`src/rtl/host_cmd_tx_pkg.sv`:
```
// Shared constants, types and frame-byte helper for the host command transmitter.
// Holds the frame layout, field widths and FSM state encoding.
package host_cmd_tx_pkg;

    localparam int unsigned FRAME_LEN         = 8;
    localparam int unsigned IDX_W             = 3;
    localparam logic [7:0]  SYNC_BYTE_DEFAULT = 8'hA5;

    localparam int unsigned DTYPE_W = 4;
    localparam int unsigned OP_W    = 5;
    localparam int unsigned OPND_W  = 16;

    // Start bit + 8 data bits + stop bit.
    localparam int unsigned UART_FRAME_BITS = 10;

    typedef enum logic [1:0] {
        StIdle = 2'd0,
        StSend = 2'd1,
        StWait = 2'd2
    } frame_state_e;

    typedef struct packed {
        logic [DTYPE_W-1:0] dtype;
        logic [OP_W-1:0]    op;
        logic [OPND_W-1:0]  src1;
        logic [OPND_W-1:0]  src2;
    } host_cmd_t;

    // Byte idx of the frame for a captured command; byte 7 is the XOR of bytes 1..6.
    function automatic logic [7:0] frame_byte(input logic [IDX_W-1:0] idx,
                                              input logic [7:0]       sync,
                                              input host_cmd_t        cmd);
        logic [7:0] b1, b2, b3, b4, b5, b6;
        b1 = {{(8 - DTYPE_W){1'b0}}, cmd.dtype};
        b2 = {{(8 - OP_W){1'b0}}, cmd.op};
        b3 = cmd.src1[15:8];
        b4 = cmd.src1[7:0];
        b5 = cmd.src2[15:8];
        b6 = cmd.src2[7:0];
        case (idx)
            3'd0:    frame_byte = sync;
            3'd1:    frame_byte = b1;
            3'd2:    frame_byte = b2;
            3'd3:    frame_byte = b3;
            3'd4:    frame_byte = b4;
            3'd5:    frame_byte = b5;
            3'd6:    frame_byte = b6;
            default: frame_byte = b1 ^ b2 ^ b3 ^ b4 ^ b5 ^ b6;
        endcase
    endfunction

endpackage

```
`src/rtl/host_cmd_tx_uart_tx_serial.sv`:
```
// 8N1 UART byte serializer with baud and bit counters.
// Accepts a new byte in the last clock of a stop bit so bytes can be sent back to back.
module uart_tx_serial
    import host_cmd_tx_pkg::*;
#(
    parameter int unsigned CLKS_PER_BIT = 868
) (
    input  logic       clk,
    input  logic       n_rst,
    input  logic       start,
    input  logic [7:0] data,
    output logic       last,
    output logic       near_last,
    output logic       txd
);

    localparam int unsigned CNT_W = $clog2(CLKS_PER_BIT);
    localparam logic [CNT_W-1:0] CntLast   = CNT_W'(CLKS_PER_BIT - 1);
    localparam logic [CNT_W-1:0] CntPenult = CNT_W'(CLKS_PER_BIT - 2);
    localparam logic [3:0]       StopIdx   = 4'(UART_FRAME_BITS - 1);

    if (CLKS_PER_BIT < 2) begin : g_bad_clks_per_bit
        $error("CLKS_PER_BIT must be at least 2");
    end

    logic             active_q, active_d;
    logic [3:0]       bit_idx_q, bit_idx_d;
    logic [CNT_W-1:0] cnt_q, cnt_d;
    logic [7:0]       shreg_q, shreg_d;

    logic bit_end;
    logic in_data;

    assign bit_end   = (cnt_q == CntLast);
    assign in_data   = (bit_idx_q != 4'd0) && (bit_idx_q != StopIdx);
    assign last      = active_q && (bit_idx_q == StopIdx) && bit_end;
    // One clock of warning lets the frame FSM present the next byte exactly on time.
    assign near_last = active_q && (bit_idx_q == StopIdx) && (cnt_q == CntPenult);

    always_comb begin
        active_d  = active_q;
        bit_idx_d = bit_idx_q;
        cnt_d     = cnt_q;
        shreg_d   = shreg_q;
        if (start && (!active_q || last)) begin
            active_d  = 1'b1;
            bit_idx_d = 4'd0;
            cnt_d     = '0;
            shreg_d   = data;
        end else if (active_q) begin
            if (bit_end) begin
                cnt_d = '0;
                if (bit_idx_q == StopIdx) begin
                    active_d  = 1'b0;
                    bit_idx_d = 4'd0;
                end else begin
                    bit_idx_d = bit_idx_q + 4'd1;
                end
                if (in_data) begin
                    shreg_d = {1'b0, shreg_q[7:1]};
                end
            end else begin
                cnt_d = cnt_q + CNT_W'(1);
            end
        end
    end

    always_comb begin
        txd = 1'b1;
        if (active_q) begin
            if (bit_idx_q == 4'd0) begin
                txd = 1'b0;
            end else if (in_data) begin
                txd = shreg_q[0];
            end
        end
    end

    always_ff @(posedge clk) begin
        if (n_rst) begin
            active_q  <= 1'b0;
            bit_idx_q <= 4'd0;
            cnt_q     <= '0;
            shreg_q   <= 8'h00;
        end else begin
            active_q  <= active_d;
            bit_idx_q <= bit_idx_d;
            cnt_q     <= cnt_d;
            shreg_q   <= shreg_d;
        end
    end

endmodule

```
`src/rtl/host_cmd_tx.sv`:
```
// Host command framer: captures one command and sends it as an 8-byte UART frame
// (sync, dtype, op, src1, src2, XOR checksum).
module host_cmd_tx
    import host_cmd_tx_pkg::*;
#(
    parameter int unsigned CLKS_PER_BIT = 868,
    parameter logic [7:0]  SYNC_BYTE    = SYNC_BYTE_DEFAULT
) (
    input  logic               clk,
    input  logic               n_rst,
    input  logic               in_valid,
    output logic               in_ready,
    input  logic [DTYPE_W-1:0] dtype,
    input  logic [OP_W-1:0]    op,
    input  logic [OPND_W-1:0]  src1,
    input  logic [OPND_W-1:0]  src2,
    output logic               txd,
    output logic               busy,
    output logic               frame_done
);

    localparam logic [IDX_W-1:0] LastIdx = IDX_W'(FRAME_LEN - 1);

    frame_state_e     state_q, state_d;
    logic [IDX_W-1:0] idx_q, idx_d;
    host_cmd_t        cmd_q, cmd_d;

    logic       ser_start;
    logic [7:0] ser_byte;
    logic       ser_last;
    logic       ser_near_last;
    logic       ser_txd;
    logic       done_pulse;

    // Outputs are forced to their reset values combinationally while reset is held.
    assign in_ready   = !n_rst && (state_q == StIdle);
    assign busy       = !n_rst && (state_q != StIdle);
    assign frame_done = !n_rst && done_pulse;
    assign txd        = n_rst ? 1'b1 : ser_txd;

    always_comb begin
        state_d    = state_q;
        idx_d      = idx_q;
        cmd_d      = cmd_q;
        ser_start  = 1'b0;
        ser_byte   = frame_byte(idx_q, SYNC_BYTE, cmd_q);
        done_pulse = 1'b0;
        unique case (state_q)
            StIdle: begin
                if (in_valid && in_ready) begin
                    cmd_d.dtype = dtype;
                    cmd_d.op    = op;
                    cmd_d.src1  = src1;
                    cmd_d.src2  = src2;
                    // B0 is constant, so the serializer can start on the accept edge.
                    ser_start   = 1'b1;
                    ser_byte    = SYNC_BYTE;
                    idx_d       = '0;
                    state_d     = StWait;
                end
            end
            StSend: begin
                ser_start = 1'b1;
                state_d   = StWait;
            end
            StWait: begin
                if (idx_q == LastIdx) begin
                    if (ser_last) begin
                        done_pulse = 1'b1;
                        idx_d      = '0;
                        state_d    = StIdle;
                    end
                end else if (ser_near_last) begin
                    idx_d   = idx_q + IDX_W'(1);
                    state_d = StSend;
                end
            end
            default: begin
                state_d = StIdle;
            end
        endcase
    end

    always_ff @(posedge clk) begin
        if (n_rst) begin
            state_q <= StIdle;
            idx_q   <= '0;
            cmd_q   <= '0;
        end else begin
            state_q <= state_d;
            idx_q   <= idx_d;
            cmd_q   <= cmd_d;
        end
    end

    uart_tx_serial #(
        .CLKS_PER_BIT(CLKS_PER_BIT)
    ) u_serial (
        .clk       (clk),
        .n_rst     (n_rst),
        .start     (ser_start),
        .data      (ser_byte),
        .last      (ser_last),
        .near_last (ser_near_last),
        .txd       (ser_txd)
    );

endmodule
```
`config.mk`:
```
export PLATFORM = sky130hd
export DESIGN_NAME = host_cmd_tx
export DESIGN_NICKNAME = d
export VERILOG_FILES = /design/src/rtl/host_cmd_tx_pkg.sv /design/src/rtl/host_cmd_tx_uart_tx_serial.sv /design/src/rtl/host_cmd_tx.sv
export SDC_FILE = /design/constraint.sdc
export NUM_CORES = 1
export LEC_CHECK = 0
export CAP_MARGIN = 20
export CORE_UTILIZATION = 55
export CTS_CLUSTER_SIZE = 14
export DETAILED_ROUTE_END_ITERATION = 16
export GPL_TIMING_DRIVEN = 1
export PLACE_DENSITY = 0.8
export SKIP_LAST_GASP = 1
export SLEW_MARGIN = 15
export SYNTH_ARGS = -nofsm -noshare
export SYNTH_HDL_FRONTEND = slang
export SYNTH_SLANG_ARGS = --single-unit
```
`constraint.sdc`:
```
create_clock -name clk -period 2.2 [get_ports clk]
set_input_delay 0.55 -clock clk [delete_from_list [all_inputs] [get_ports clk]]
set_output_delay 0.55 -clock clk [all_outputs]
set_load 0.02 [all_outputs]
```
### Yosys cells after proc, flatten, opt, wreduce, memory -nomap -nowiden

Cells that the tools add are included.

* memories: 0
* memory bits (writable): 0
* bits in read-only memories: 0
* word-level logic and storage cells: 93
* flip-flop bits (word level): 69
* output and inout port bits: 4
* bits in latches: 0

* add/subtract/negate cells: 3
* divide/modulo/power cells: 0
* muxes and demuxes: 32
* shifts and indexed selects: 0
* magnitude comparators: 0
* bitwise gates (word level): 5
* equal/unequal tests: 16
* multipliers: 0
* reduce and logical (&&, ||, !) cells: 27

Operator list (count)
* case mux 8 bit (7 select lines): 1
* 2-to-1 mux 8 bit: 6
* XOR 8 bit: 3
* == test 10 bit, second input constant: 2
* == test 3 bit, second input constant: 4
* 2-to-1 mux 1 bit: 12
* 2-to-1 mux 3 bit: 4
* adder 10 x 1 -> 10 bit, second input constant: 1
* 2-to-1 mux 10 bit: 1
* nonzero test 2 bit: 5
* logical AND 1 bit: 9
* 2-to-1 mux 2 bit: 4
* XOR 5 x 8 -> 8 bit: 1
* == test 3 x 2 -> 1 bit, second input constant: 2
* case mux 2 bit (3 select lines): 1
* case mux 3 bit (2 select lines): 1
* AND reduction 3 bit: 2
* XOR 4 x 5 -> 5 bit: 1
* adder 4 x 1 -> 4 bit, second input constant: 1
* == test 4 bit, second input constant: 1
* logical NOT 4 bit: 1
* 2-to-1 mux 4 bit: 1
* inequality test 4 bit, second input constant: 1
* AND reduction 2 bit: 2
* other kinds (15): 16

### Longest topological paths before layout

Gate-level depths: netlist (run 1).

* word-level depth: 9
* gate-level depth with buffers: 8

### By module

From an unflattened synthesis (run 1), not the netlist that was laid out.

* cell total of the unflattened synthesis: 448
* area total of the unflattened synthesis: 3802.4 sq um

By module, submodules not included
* host_cmd_tx: times used 1, area an instance 2506.2 sq um, cells an instance 300
* uart_tx_serial: times used 1, area an instance 1296.2 sq um, cells an instance 148

### Worst setup path before layout (run 1)

Ideal clock, no wire load.

* kind: reg2out
* start point: register u_serial.cnt_q[2]
* end point: output port frame_done
* arrival: 1.835 ns
* path buffers: 0
* stages on the path, launching flop included: 4
* data required time: 1.650 ns
* slack: -0.185 ns
* path through: dfxtp_1 -> or2_1 -> or4_4 -> nor4_1

* longest elaborated chain between the ends: 6

Ends and longest elaborated chain
* start: declaration: RTL line host_cmd_tx_uart_tx_serial.sv:28 `logic [CNT_W-1:0] cnt_q, cnt_d;`
* start signal: assignment: RTL line host_cmd_tx_uart_tx_serial.sv:88 `cnt_q <= cnt_d;`
* == test 10 bit: RTL line host_cmd_tx_uart_tx_serial.sv:34 `assign bit_end = (cnt_q == CntLast);`
* logical AND 1 bit: RTL line host_cmd_tx_uart_tx_serial.sv:36 `assign last = active_q && (bit_idx_q == StopIdx) && bit_end;`
* 2-to-1 mux 1 bit: RTL line host_cmd_tx.sv:68 `if (ser_last) begin`
* 2-to-1 mux 1 bit: RTL line host_cmd_tx.sv:67 `if (idx_q == LastIdx) begin`
* 2-to-1 mux 1 bit: RTL line host_cmd_tx.sv:48 `unique case (state_q)`
* logical AND 1 bit: RTL line host_cmd_tx.sv:38 `assign frame_done = !n_rst && done_pulse;`
* end: declaration: RTL line host_cmd_tx.sv:19 `output logic frame_done`

No other way between the ends.

### Final worst setup path (run 1)

Same ends and word-level chain as after synthesis.

==> flow_summary.json, run 1 <==
{
  "clkSinkCount": 69,
  "power_per_cell_area_nw_per_um2": 591,
  "status": "finished with violations",
  "fin_worst_skew_ps": 5.76,
  "gr_usage_total": 0.255,
  "vias_per_cell": 5.64,
  "postLayoutSetupSlackWorst_ps": -133,
  "synth.ff_latch_count": 69,
  "finalHoldViolations": 0,
  "tritoncts.num_buffers": 9,
  "critPathMaxFanout": 2,
  "vias": 3355,
  "crit_reg_reg_endpoint": "u_serial.shreg_q[4]",
  "clock_path_buffers": 2,
  "p_leak_nw": 1.69,
  "worstSkewPairLatency_ps": 350,
  "synth.cell_area_um2": 3640,
  "design_power_total_w": 0.00277,
  "max_cap_viol": 0,
  "antenna_cells": 0,
  "crit_path_end_kind": "primary output",
  "grt_start_max_net_pins": 57,
  "h-tree-depth": 3,
  "place.gp.congestion": 0.859,
  "first_global_vias": 2981,
  "fin_hold_ws_ps": 488,
  "die-area_um2": 6940,
  "synth.net_count": 483,
  "min_path_type": "flop to flop",
  "initial_core_util": 0.573,
  "drt_iter0_drc": 209,
  "maxSlewHeadroom": 0.747,
  "antenna_found_initial": 0,
  "ctsHoldBuffers": 0,
  "switching_share": 0.269,
  "power.combinational.fraction": 0.174,
  "setup_viol_count_final": 2,
  "count_of_pins_over_their_slew_limit": 0,
  "global_route.overflow_total": 0,
  "netlist_instances": 431,
  "min-delay-start": "u_serial.shreg_q[7]",
  "worst-r2r-cell-count": 7,
  "net-switching-power_w": 0.000746,
  "finalNetCount": 566,
  "power.sequential.fraction": 0.507,
  "hold_path_depth": 2,
  "tritoncts": "yes",
  "hpwl_um": 6240,
  "grt_pass1_wl_um": 14200,
  "drc_errors": 0,
  "slew_at_the_pin_with_the_worst_max_slew_slack_ps": 378,
  "hold-path-endpoint": "u_serial.shreg_q[7]",
  "peakVddDrop_mv": 0.445,
  "layout_commonest_cell": "sky130_fd_sc_hd__dfxtp_1",
  "routed_wire_length_per_instance_um": 15.1,
  "critPathRequiredTime_ps": 1650,
  "portBuffers": 47,
  "p_int_w": 0.00203,
  "path_class": "flop to primary output",
  "synth_enable_flop_cells": 0,
  "yosys_warnings": 0,
  "ant_nets": 0,
  "postSynth.asyncResetShare": 0,
  "timing.fmax_ghz": 0.429,
  "fp-row-count": 29,
  "postLayoutCoreUtil": 0.738,
  "clk_root_buffer_cell": "sky130_fd_sc_hd__clkbuf_8",
  "die_w_um": 83.3,
  "layout-drive-gt1-share": 0.158,
  "synth.avg_cell_area_um2": 8.44,
  "worst_r2r_startpoint": "u_serial.cnt_q[2]",
  "grt_setup_unrepaired": "true",
  "postRouteWirelength_um": 8970,
  "coreArea_um2": 6350,
  "ys_dominant_reg_cell": "sky130_fd_sc_hd__dfxtp_1",
  "path_clk_slew_ps": 70,
  "finalWorstPathRequiredPeriod_ps": 2330,
  "worstSetupStartpointType": "flop",
  "share_of_power_burned_in_the_clock_network": 0.318,
  "drt_pre_antenna_iters": 5,
  "syn2layout_area_growth_pct": 28.9,
  "synth_seq_area_share": 0.380,
  "most-common-layout-cells": "69 x sky130_fd_sc_hd__dfxtp_1, 53 x sky130_fd_sc_hd__nand2_1, 49 x sky130_fd_sc_hd__buf_4",
  "die_height_um": 83.3,
  "fin_crit_sh": 1.06,
  "ys_types": 53,
  "io_pins": 48,
  "rrSetupSlack_ps": -20,
  "worst-endpoint-arrival_ps": 1780,
  "violated_checks": "negative setup slack"
}
[worst max path at each step]
stage	startpoint	endpoint	depth (start not counted)
floorplan	u_serial.cnt_q[2]	frame_done	3
global placement	n_rst	frame_done	4
detailed placement	n_rst	frame_done	4
CTS	u_serial.cnt_q[2]	frame_done	4
global route	u_serial.cnt_q[2]	frame_done	4
finish	u_serial.cnt_q[2]	frame_done	4
[cell type report]
cell class                 instances  area (um2)
multi-input combinational        329        2180
fill                             455        1660
sequential                        69        1380
timing repair buffer              96         837
clock buffer                      13         149
tap                               77        96.3
inverter                           9        33.8
clock inverter                     2        10.0
[power by group through the flow]
stage / registers, W / logic (W) / clock network, W
2_1_floorplan: 0.00140 / 0.000305 / 0
6_report: 0.00141 / 0.000483 / 0.000882
3_5_place_dp: 0.00143 / 0.000476 / 0
3_3_place_gp: 0.00143 / 0.000461 / 0
4_1_cts: 0.00140 / 0.000480 / 0.000893
5_1_grt: 0.00141 / 0.000530 / 0.000947
[what timing repair did]
action / CTS / global route
endpoints found under the setup margin: 7 / 14
pin swaps: 1 / 1
setup buffers: 0 / 4
resized for setup: 16 / 8
[routing by layer]
| metal | vias up | part of all wire | track usage |
|---|---|---|---|
| met1 | 1558 | 0.47 | 0.372 |
| met2 | 114 | 0.45 | 0.370 |
| met5 | - | 0 | 0 |
| met3 | 17 | 0.060 | 0.0517 |
| met4 | 0 | 0.018 | 0.0956 |
| li1 | 1666 | - | - |
[kinds of logic after synthesis]
family | after synthesis | synth area share
multiplexers | 4 | 0.0114
adder cells (fa/ha/maj) | 8 | 0.0275
AND/OR/NAND/NOR | 165 | 0.243
XOR/XNOR | 43 | 0.106
AO/OA/AOI/OAI | 109 | 0.196
buffers and inverters | 33 | 0.0361
flip-flops | 69 | 0.380
[synthesized netlist by cell type, drive strengths merged (2+ instances only)]
| cell type | number | area share |
|---|---|---|
| or3 | 4 | 0.0069 |
| o22ai | 2 | 0.0034 |
| o311ai | 2 | 0.0048 |
| o31ai | 2 | 0.0041 |
| a221oi | 4 | 0.0096 |
| and3 | 2 | 0.0038 |
| nor3 | 4 | 0.0069 |
| nand2b | 47 | 0.081 |
| a31oi | 3 | 0.0052 |
| dfxtp | 69 | 0.38 |
| nor4 | 2 | 0.0034 |
| mux2i | 3 | 0.0083 |
| a32o | 2 | 0.0055 |
| xnor2 | 33 | 0.082 |
| ha | 8 | 0.028 |
| nor4b | 2 | 0.0065 |
| a211oi | 4 | 0.0083 |
| nand3 | 3 | 0.0041 |
| a2111oi | 2 | 0.012 |
| buf | 3 | 0.0052 |
| a2bb2oi | 2 | 0.0048 |
| a21oi | 21 | 0.029 |
| nand2 | 53 | 0.055 |
| inv | 9 | 0.0093 |
| nand4bb | 3 | 0.0093 |
| nor2 | 25 | 0.026 |
| clkbuf | 21 | 0.022 |
| or4 | 5 | 0.012 |
| xor2 | 10 | 0.024 |
| nand3b | 2 | 0.0041 |
| a222oi | 5 | 0.014 |
| a22oi | 3 | 0.0062 |
| nand4 | 4 | 0.0069 |
| nor2b | 7 | 0.012 |
| a22o | 2 | 0.0048 |
| o21ai | 49 | 0.067 |
[through the flow]
stage	TNS [ps]	setup slack, ps	std cells	instance area, um2
floorplan	0	21.0	431	3640
global placement	-7700	-423	576	4470
detailed placement	-9880	-442	576	4470
CTS	-157	-157	591	4620
global route	-707	-218	595	4690
finish	-150	-133	595	4690
[worst max-delay path, stage by stage, from the launching register on]
cell and delay, ps:
sky130_fd_sc_hd__dfxtp_1 310, sky130_fd_sc_hd__or2_1 240, sky130_fd_sc_hd__or4_4 550, sky130_fd_sc_hd__nor4_4 150, sky130_fd_sc_hd__buf_4 180
[sequential cells by signal (all words and copies together) (netlist names)]
name                flops
cmd_q                  41
idx_q                   3
state_q                 2
u_serial.active_q       1
u_serial.bit_idx_q      4
u_serial.cnt_q         10
u_serial.shreg_q        8
Power figures use the tool's default switching activity.
==> run 2: changes to the inputs <==
- CORE_UTILIZATION: 55 -> 57
- CTS_BUF_LIST: not set -> sky130_fd_sc_hd__clkbuf_2
- PLACE_DENSITY: 0.8 -> not set
- PLACE_DENSITY_LB_ADDON: not set -> 0.15
==> flow_summary.json, run 2 (same netlist as run 1, synthesis figures left out) <==
{
  "status": "finished with violations",
  "violated_checks": "negative setup slack",
  "peakVddDrop_mv": 0.392,
  "finalWorstPathRequiredPeriod_ps": 2470,
  "path_clk_slew_ps": 190,
  "hpwl_um": 6350,
  "coreArea_um2": 6030,
  "initial_core_util": 0.603,
  "clkSinkCount": 69,
  "groute.layer.met2.usage": 0.441,
  "drt_pre_antenna_iters": 5,
  "path_class": "flop to primary output",
  "power.combinational.fraction": 0.193,
  "crit_reg_reg_endpoint": "u_serial.shreg_q[6]",
  "die_height_um": 81.9,
  "layout_commonest_cell": "sky130_fd_sc_hd__dfxtp_1",
  "drt_iter0_drc": 198,
  "place.gp.congestion": 0.870,
  "worstSetupStartpointType": "flop",
  "rrSetupSlack_ps": 70,
  "grt.met1_usage": 0.379,
  "fin_hold_ws_ps": 506,
  "vias_per_cell": 5.66,
  "tritoncts": "yes",
  "most-common-layout-cells": "64 x sky130_fd_sc_hd__dfxtp_1, 53 x sky130_fd_sc_hd__nand2_1, 48 x sky130_fd_sc_hd__buf_4",
  "min-delay-start": "u_serial.shreg_q[7]",
  "io_pins": 48,
  "vias": 3365,
  "p_int_w": 0.00173,
  "clk_root_buffer_cell": "sky130_fd_sc_hd__clkbuf_2",
  "finalHoldViolations": 0,
  "share_of_power_burned_in_the_clock_network": 0.242,
  "use_met3": 0.0567,
  "h-tree-depth": 3,
  "design_power_total_w": 0.00249,
  "crit_path_end_kind": "primary output",
  "layout-drive-gt1-share": 0.177,
  "top_usage_layer": "met2",
  "p_leak_nw": 1.65,
  "antenna_found_initial": 0,
  "power_per_cell_area_nw_per_um2": 537,
  "grt_start_max_net_pins": 38,
  "min_path_type": "flop to flop",
  "reg_top3": "cmd_q x41, u_serial.cnt_q x10, u_serial.shreg_q x8",
  "hold-path-endpoint": "u_serial.shreg_q[7]",
  "postLayoutSetupSlackWorst_ps": -272,
  "grt_pass1_wl_um": 14200,
  "fin_crit_sh": 1.12,
  "largest_register": "cmd_q",
  "clock_path_buffers": 2,
  "worstSkewPairLatency_ps": 520,
  "fp-row-count": 28,
  "hold_path_depth": 2,
  "timing.fmax_ghz": 0.405,
  "critPathRequiredTime_ps": 1650,
  "setup_viol_count_final": 2,
  "worst-r2r-cell-count": 7,
  "fillCellCount": 449,
  "syn2layout_area_growth_pct": 27.7,
  "maxSlewHeadroom": 0.767,
  "antenna_cells": 0,
  "finalNetCount": 566,
  "portBuffers": 47,
  "global_route.overflow_total": 0,
  "routed_wire_length_per_instance_um": 14.8,
  "ant_nets": 0,
  "slew_at_the_pin_with_the_worst_max_slew_slack_ps": 345,
  "grt_setup_unrepaired": "true",
  "count_of_pins_over_their_slew_limit": 0,
  "die_w_um": 81.9,
  "worst_r2r_startpoint": "u_serial.cnt_q[2]",
  "max_cap_viol": 0,
  "largest_reg_flops": 41,
  "worst-endpoint-arrival_ps": 1920,
  "die-area_um2": 6700,
  "power.sequential.fraction": 0.565,
  "fin_worst_skew_ps": 11.4,
  "tritoncts.num_buffers": 9,
  "critPathMaxFanout": 2,
  "switching_share": 0.307,
  "first_global_vias": 3131,
  "drc_errors": 0,
  "postLayoutCoreUtil": 0.771,
  "postRouteWirelength_um": 8800,
  "gr_usage_total": 0.282,
  "net-switching-power_w": 0.000766
}
-- run 2: cell types whose count changed in the layout (fill, tap and decap cells not counted), sizes merged --
cell           change
dlygate4sd2        -1
clkinv             +1
clkdlybuf4s15      +1
clkinvlp           +4
clkbuf             -4
-- run 2: how the worst max path moves through the flow --
stage / startpoint / to / slack (ps) / depth (start not counted)
5_1_grt: u_serial.cnt_q[7] / frame_done / -380 / 4
2_1_floorplan: u_serial.cnt_q[2] / frame_done / 20 / 3
6_report: u_serial.cnt_q[3] / frame_done / -270 / 4
3_3_place_gp: n_rst / frame_done / -510 / 4
4_1_cts: u_serial.cnt_q[7] / frame_done / -320 / 4
3_5_place_dp: n_rst / frame_done / -490 / 4
-- run 2: what timing repair did --
| item | in CTS | in global routing |
|---|---|---|
| resized for setup | 28 | 12 |
| hold buffers | 0 | 0 |
| endpoints found under the setup margin | 4 | 7 |
| pin swaps | 5 | 2 |
| setup buffers | 1 | 0 |
-- run 2: area by class of cell --
| class | instances | area [um2] | share of cell area |
|---|---|---|---|
| Multi-Input combinational cell | 329 | 2200 | 0.474 |
| Sequential cell | 69 | 1390 | 0.299 |
| Timing Repair Buffer | 96 | 841 | 0.181 |
| Tap cell | 75 | 93.8 | 0.0202 |
| Clock buffer | 9 | 45.0 | 0.00970 |
| Clock inverter | 7 | 42.5 | 0.00916 |
| Inverter | 9 | 33.8 | 0.00728 |
-- run 2: stage by stage --
| step | std cells | area [um2] | TNS (ps) | setup slack, ps |
|---|---|---|---|---|
| 3_5_place_dp | 577 | 4480 | -9430 | -490 |
| 4_1_cts | 594 | 4590 | -443 | -318 |
| 5_1_grt | 594 | 4640 | -620 | -378 |
| 2_1_floorplan | 431 | 3640 | 0 | 21.0 |
| 3_3_place_gp | 577 | 4480 | -9440 | -506 |
| 6_report | 594 | 4640 | -444 | -272 |
-- run 2: per-layer routing --
metal	wire length, um	vias to the layer above
li1	-	1670
met1	4280	1599
met2	4020	84
met3	383	12
met4	117	0
met5	0	-
-- run 2: power groups by stage --
stage          registers (W)  logic (W)  clock network [W]
6_report             0.00141   0.000482           0.000604
5_1_grt              0.00142   0.000531           0.000667
4_1_cts              0.00140   0.000473           0.000622
3_5_place_dp         0.00143   0.000469                  0
3_3_place_gp         0.00143   0.000457                  0
2_1_floorplan        0.00140   0.000305                  0
-- run 2: critical path, stage by stage, from the launching register on --
cell and delay [ps]:
sky130_fd_sc_hd__dfxtp_2 360, sky130_fd_sc_hd__or2_1 230, sky130_fd_sc_hd__or4_4 500, sky130_fd_sc_hd__nor4_4 140, sky130_fd_sc_hd__buf_4 180
==> run 3: changes to the inputs <==
- CORE_UTILIZATION: 57 -> 58
- SYNTH_HIERARCHICAL: not set -> 1
==> flow_summary.json, run 3 <==
{
  "antenna_cells": 0,
  "tritoncts": "yes",
  "critical_path_cell_by_cell": "nor4b_4 -> nand3_2 -> nor3_4 -> nand2_1 -> nor3_1 -> buf_2",
  "reg_top3": "cmd_q x41, u_serial/cnt_q x10, u_serial/shreg_q x8",
  "place.gp.congestion": 0.860,
  "slowest_stage": "sky130_fd_sc_hd__dfxtp_2",
  "synthSimpleGateAreaFrac": 0.261,
  "h-tree-depth": 3,
  "initial_core_util": 0.599,
  "yosys_warnings": 6,
  "hpwl_um": 6270,
  "global_route.overflow_total": 0,
  "io_pins": 48,
  "most-common-layout-cells": "60 x sky130_fd_sc_hd__dfxtp_1, 52 x sky130_fd_sc_hd__nand2_1, 50 x sky130_fd_sc_hd__o21ai_0",
  "drt_iter0_drc": 241,
  "path_class": "flop to primary output",
  "power.combinational.fraction": 0.176,
  "syn2layout_area_growth_pct": 25.0,
  "fp-row-count": 29,
  "synthMuxAreaShare": 0.0171,
  "finalNetCount": 573,
  "worst-r2r-cell-count": 8,
  "share_of_power_burned_in_the_clock_network": 0.329,
  "clkSinkCount": 69,
  "synth.net_count": 500,
  "postSynth.asyncResetShare": 0,
  "fin_hold_ws_ps": 271,
  "tritoncts.num_buffers": 9,
  "worstSkewPairLatency_ps": 510,
  "critPathMaxFanout": 2,
  "switching_share": 0.262,
  "crit_reg_reg_endpoint": "u_serial/shreg_q[4]",
  "synth_top_family_by_area": "simple AND/OR/NAND/NOR gates",
  "grt_setup_unrepaired": "true",
  "gr_usage_total": 0.272,
  "drt_pre_antenna_iters": 5,
  "vias": 3445,
  "clk_root_buffer_cell": "sky130_fd_sc_hd__clkbuf_2",
  "layout-drive-gt1-share": 0.190,
  "synth_seq_area_share": 0.363,
  "crit_path_end_kind": "primary output",
  "worst_r2r_startpoint": "idx_q[0]",
  "finalHoldViolations": 0,
  "yosys.area.top_type_share": 0.363,
  "ys_dominant_reg_cell": "sky130_fd_sc_hd__dfxtp_1",
  "drc_errors": 0,
  "setup_viol_count_final": 2,
  "synth_enable_flop_cells": 0,
  "rrSetupSlack_ps": 100,
  "fin_worst_skew_ps": 18.4,
  "synth.avg_cell_area_um2": 8.49,
  "placement.setup.worst_slack_ps": -286,
  "max_cap_viol": 0,
  "die-area_um2": 6880,
  "net-switching-power_w": 0.000741,
  "p_int_w": 0.00208,
  "slew_at_the_pin_with_the_worst_max_slew_slack_ps": 526,
  "coreArea_um2": 6350,
  "largest_reg_flops": 41,
  "fin_crit_sh": 1.12,
  "netlist_top_cells_area": "sky130_fd_sc_hd__dfxtp_1 36%, sky130_fd_sc_hd__nand2b_1 7.7%, sky130_fd_sc_hd__o21ai_0 6.6%, sky130_fd_sc_hd__xnor2_1 5.8%, sky130_fd_sc_hd__nand2_1 5.1%",
  "hold_path_depth": 2,
  "timing.fmax_ghz": 0.407,
  "synth_compound_gate_area_share": 0.181,
  "power.sequential.fraction": 0.495,
  "ant_nets": 0,
  "finalWorstPathRequiredPeriod_ps": 2460,
  "vias_per_cell": 5.71,
  "min-delay-start": "n_rst",
  "synth.ff_latch_count": 69,
  "routed_wire_length_per_instance_um": 15.2,
  "first_global_vias": 3319,
  "portBuffers": 47,
  "critPathRequiredTime_ps": 1650,
  "worst-endpoint-arrival_ps": 1910,
  "cp_num_buf_inv": 1,
  "maxSlewHeadroom": 0.649,
  "die_height_um": 83.0,
  "postLayoutCoreUtil": 0.749,
  "min_path_type": "input pin to flop",
  "netlist.top_cell.by_area": "sky130_fd_sc_hd__dfxtp_1",
  "synth_common_cells": "69 x sky130_fd_sc_hd__dfxtp_1, 52 x sky130_fd_sc_hd__nand2_1, 50 x sky130_fd_sc_hd__o21ai_0",
  "grt_start_max_net_pins": 63,
  "path_delay_family": "simple AND/OR/NAND/NOR gates",
  "largest_register": "cmd_q",
  "violated_checks": "negative setup slack",
  "status": "finished with violations",
  "path_clk_slew_ps": 190,
  "die_w_um": 83.0,
  "grt_pass1_wl_um": 15200,
  "worstSetupStartpointType": "flop",
  "count_of_pins_over_their_slew_limit": 0,
  "ys_types": 55,
  "postRouteWirelength_um": 9140,
  "synth-adder-area-share": 0.0263,
  "power_per_cell_area_nw_per_um2": 594,
  "synth_most_common_cell": "sky130_fd_sc_hd__dfxtp_1",
  "hold-path-endpoint": "state_q[1]",
  "max_stage_delay_ps": 370,
  "peakVddDrop_mv": 0.391,
  "antenna_found_initial": 0,
  "netlist_instances": 448,
  "layout_commonest_cell": "sky130_fd_sc_hd__dfxtp_1",
  "synth_xor_area_frac": 0.103,
  "clock_path_buffers": 2,
  "p_leak_nw": 1.78,
  "synth.cell_area_um2": 3800,
  "postLayoutSetupSlackWorst_ps": -257
}
-- run 3: cell types whose count changed in the layout (fill, tap and decap cells not counted), sizes merged, moves of 4 or more --
cell | previous run | this run
nor3 | 4 | 10
clkinvlp | 4 | 0
nand3 | 3 | 14
a311oi | 0 | 10
xor2 | 10 | 17
a21oi | 21 | 13
xnor2 | 33 | 25
buf | 52 | 46
-- run 3: per-layer routing --
metal,wire (um),vias up,global-route usage
met2,4480,98,0.455
met1,4110,1609,0.344
li1,-,1719,-
met5,0,-,0
met4,210,0,0.127
met3,343,19,0.0398
-- run 3: cells by family after synthesis --
group,count (synthesis)
compound gates,107
fa+ha+maj,8
simple gates,178
xor+xnor,43
buf+inv,37
mux,6
flops,69
-- run 3: cell type report --
class,instances,area [um2]
multi-input cells,342,2290
fillers,479,1600
flip-flops and latches,69,1400
repair buffers,90,782
clock inverters,6,101
well taps,77,96.3
clock buffers,10,50.0
inverters,9,33.8
-- run 3: how the worst max path moves through the flow --
stage / start / endpoint / slack [ps] / cells after the start
detailed placement: in_valid / u_serial/shreg_q[3] / -290 / 9
finish: u_serial/cnt_q[2] / frame_done / -260 / 6
floorplan: u_serial/cnt_q[2] / frame_done / 4 / 5
global route: u_serial/cnt_q[2] / frame_done / -360 / 6
global placement: in_valid / u_serial/cnt_q[8] / -200 / 8
CTS: u_serial/cnt_q[4] / frame_done / -250 / 6
-- run 3: what timing repair did --
item / CTS / global route
setup endpoints to repair: 4 / 9
hold buffers: 0 / 0
setup buffers: 5 / 1
pin swaps: 5 / 7
gates resized for setup: 24 / 13
-- run 3: power by group through the flow --
stage          sequential [W]  combinational (W)  clock (W)
6_report              0.00140           0.000497   0.000928
5_1_grt               0.00141           0.000543    0.00100
4_1_cts               0.00140           0.000490   0.000942
3_5_place_dp          0.00143           0.000489          0
3_3_place_gp          0.00142           0.000478          0
2_1_floorplan         0.00141           0.000340          0
-- run 3: stage by stage --
step           cell area [um2]  power [W]  setup TNS [ps]  cells
4_1_cts                   4710    0.00283            -387    602
6_report                  4750    0.00282            -386    603
2_1_floorplan             3820    0.00175               0    448
3_5_place_dp              4500    0.00192           -6520    581
5_1_grt                   4750    0.00296            -594    603
3_3_place_gp              4500    0.00190           -3890    581
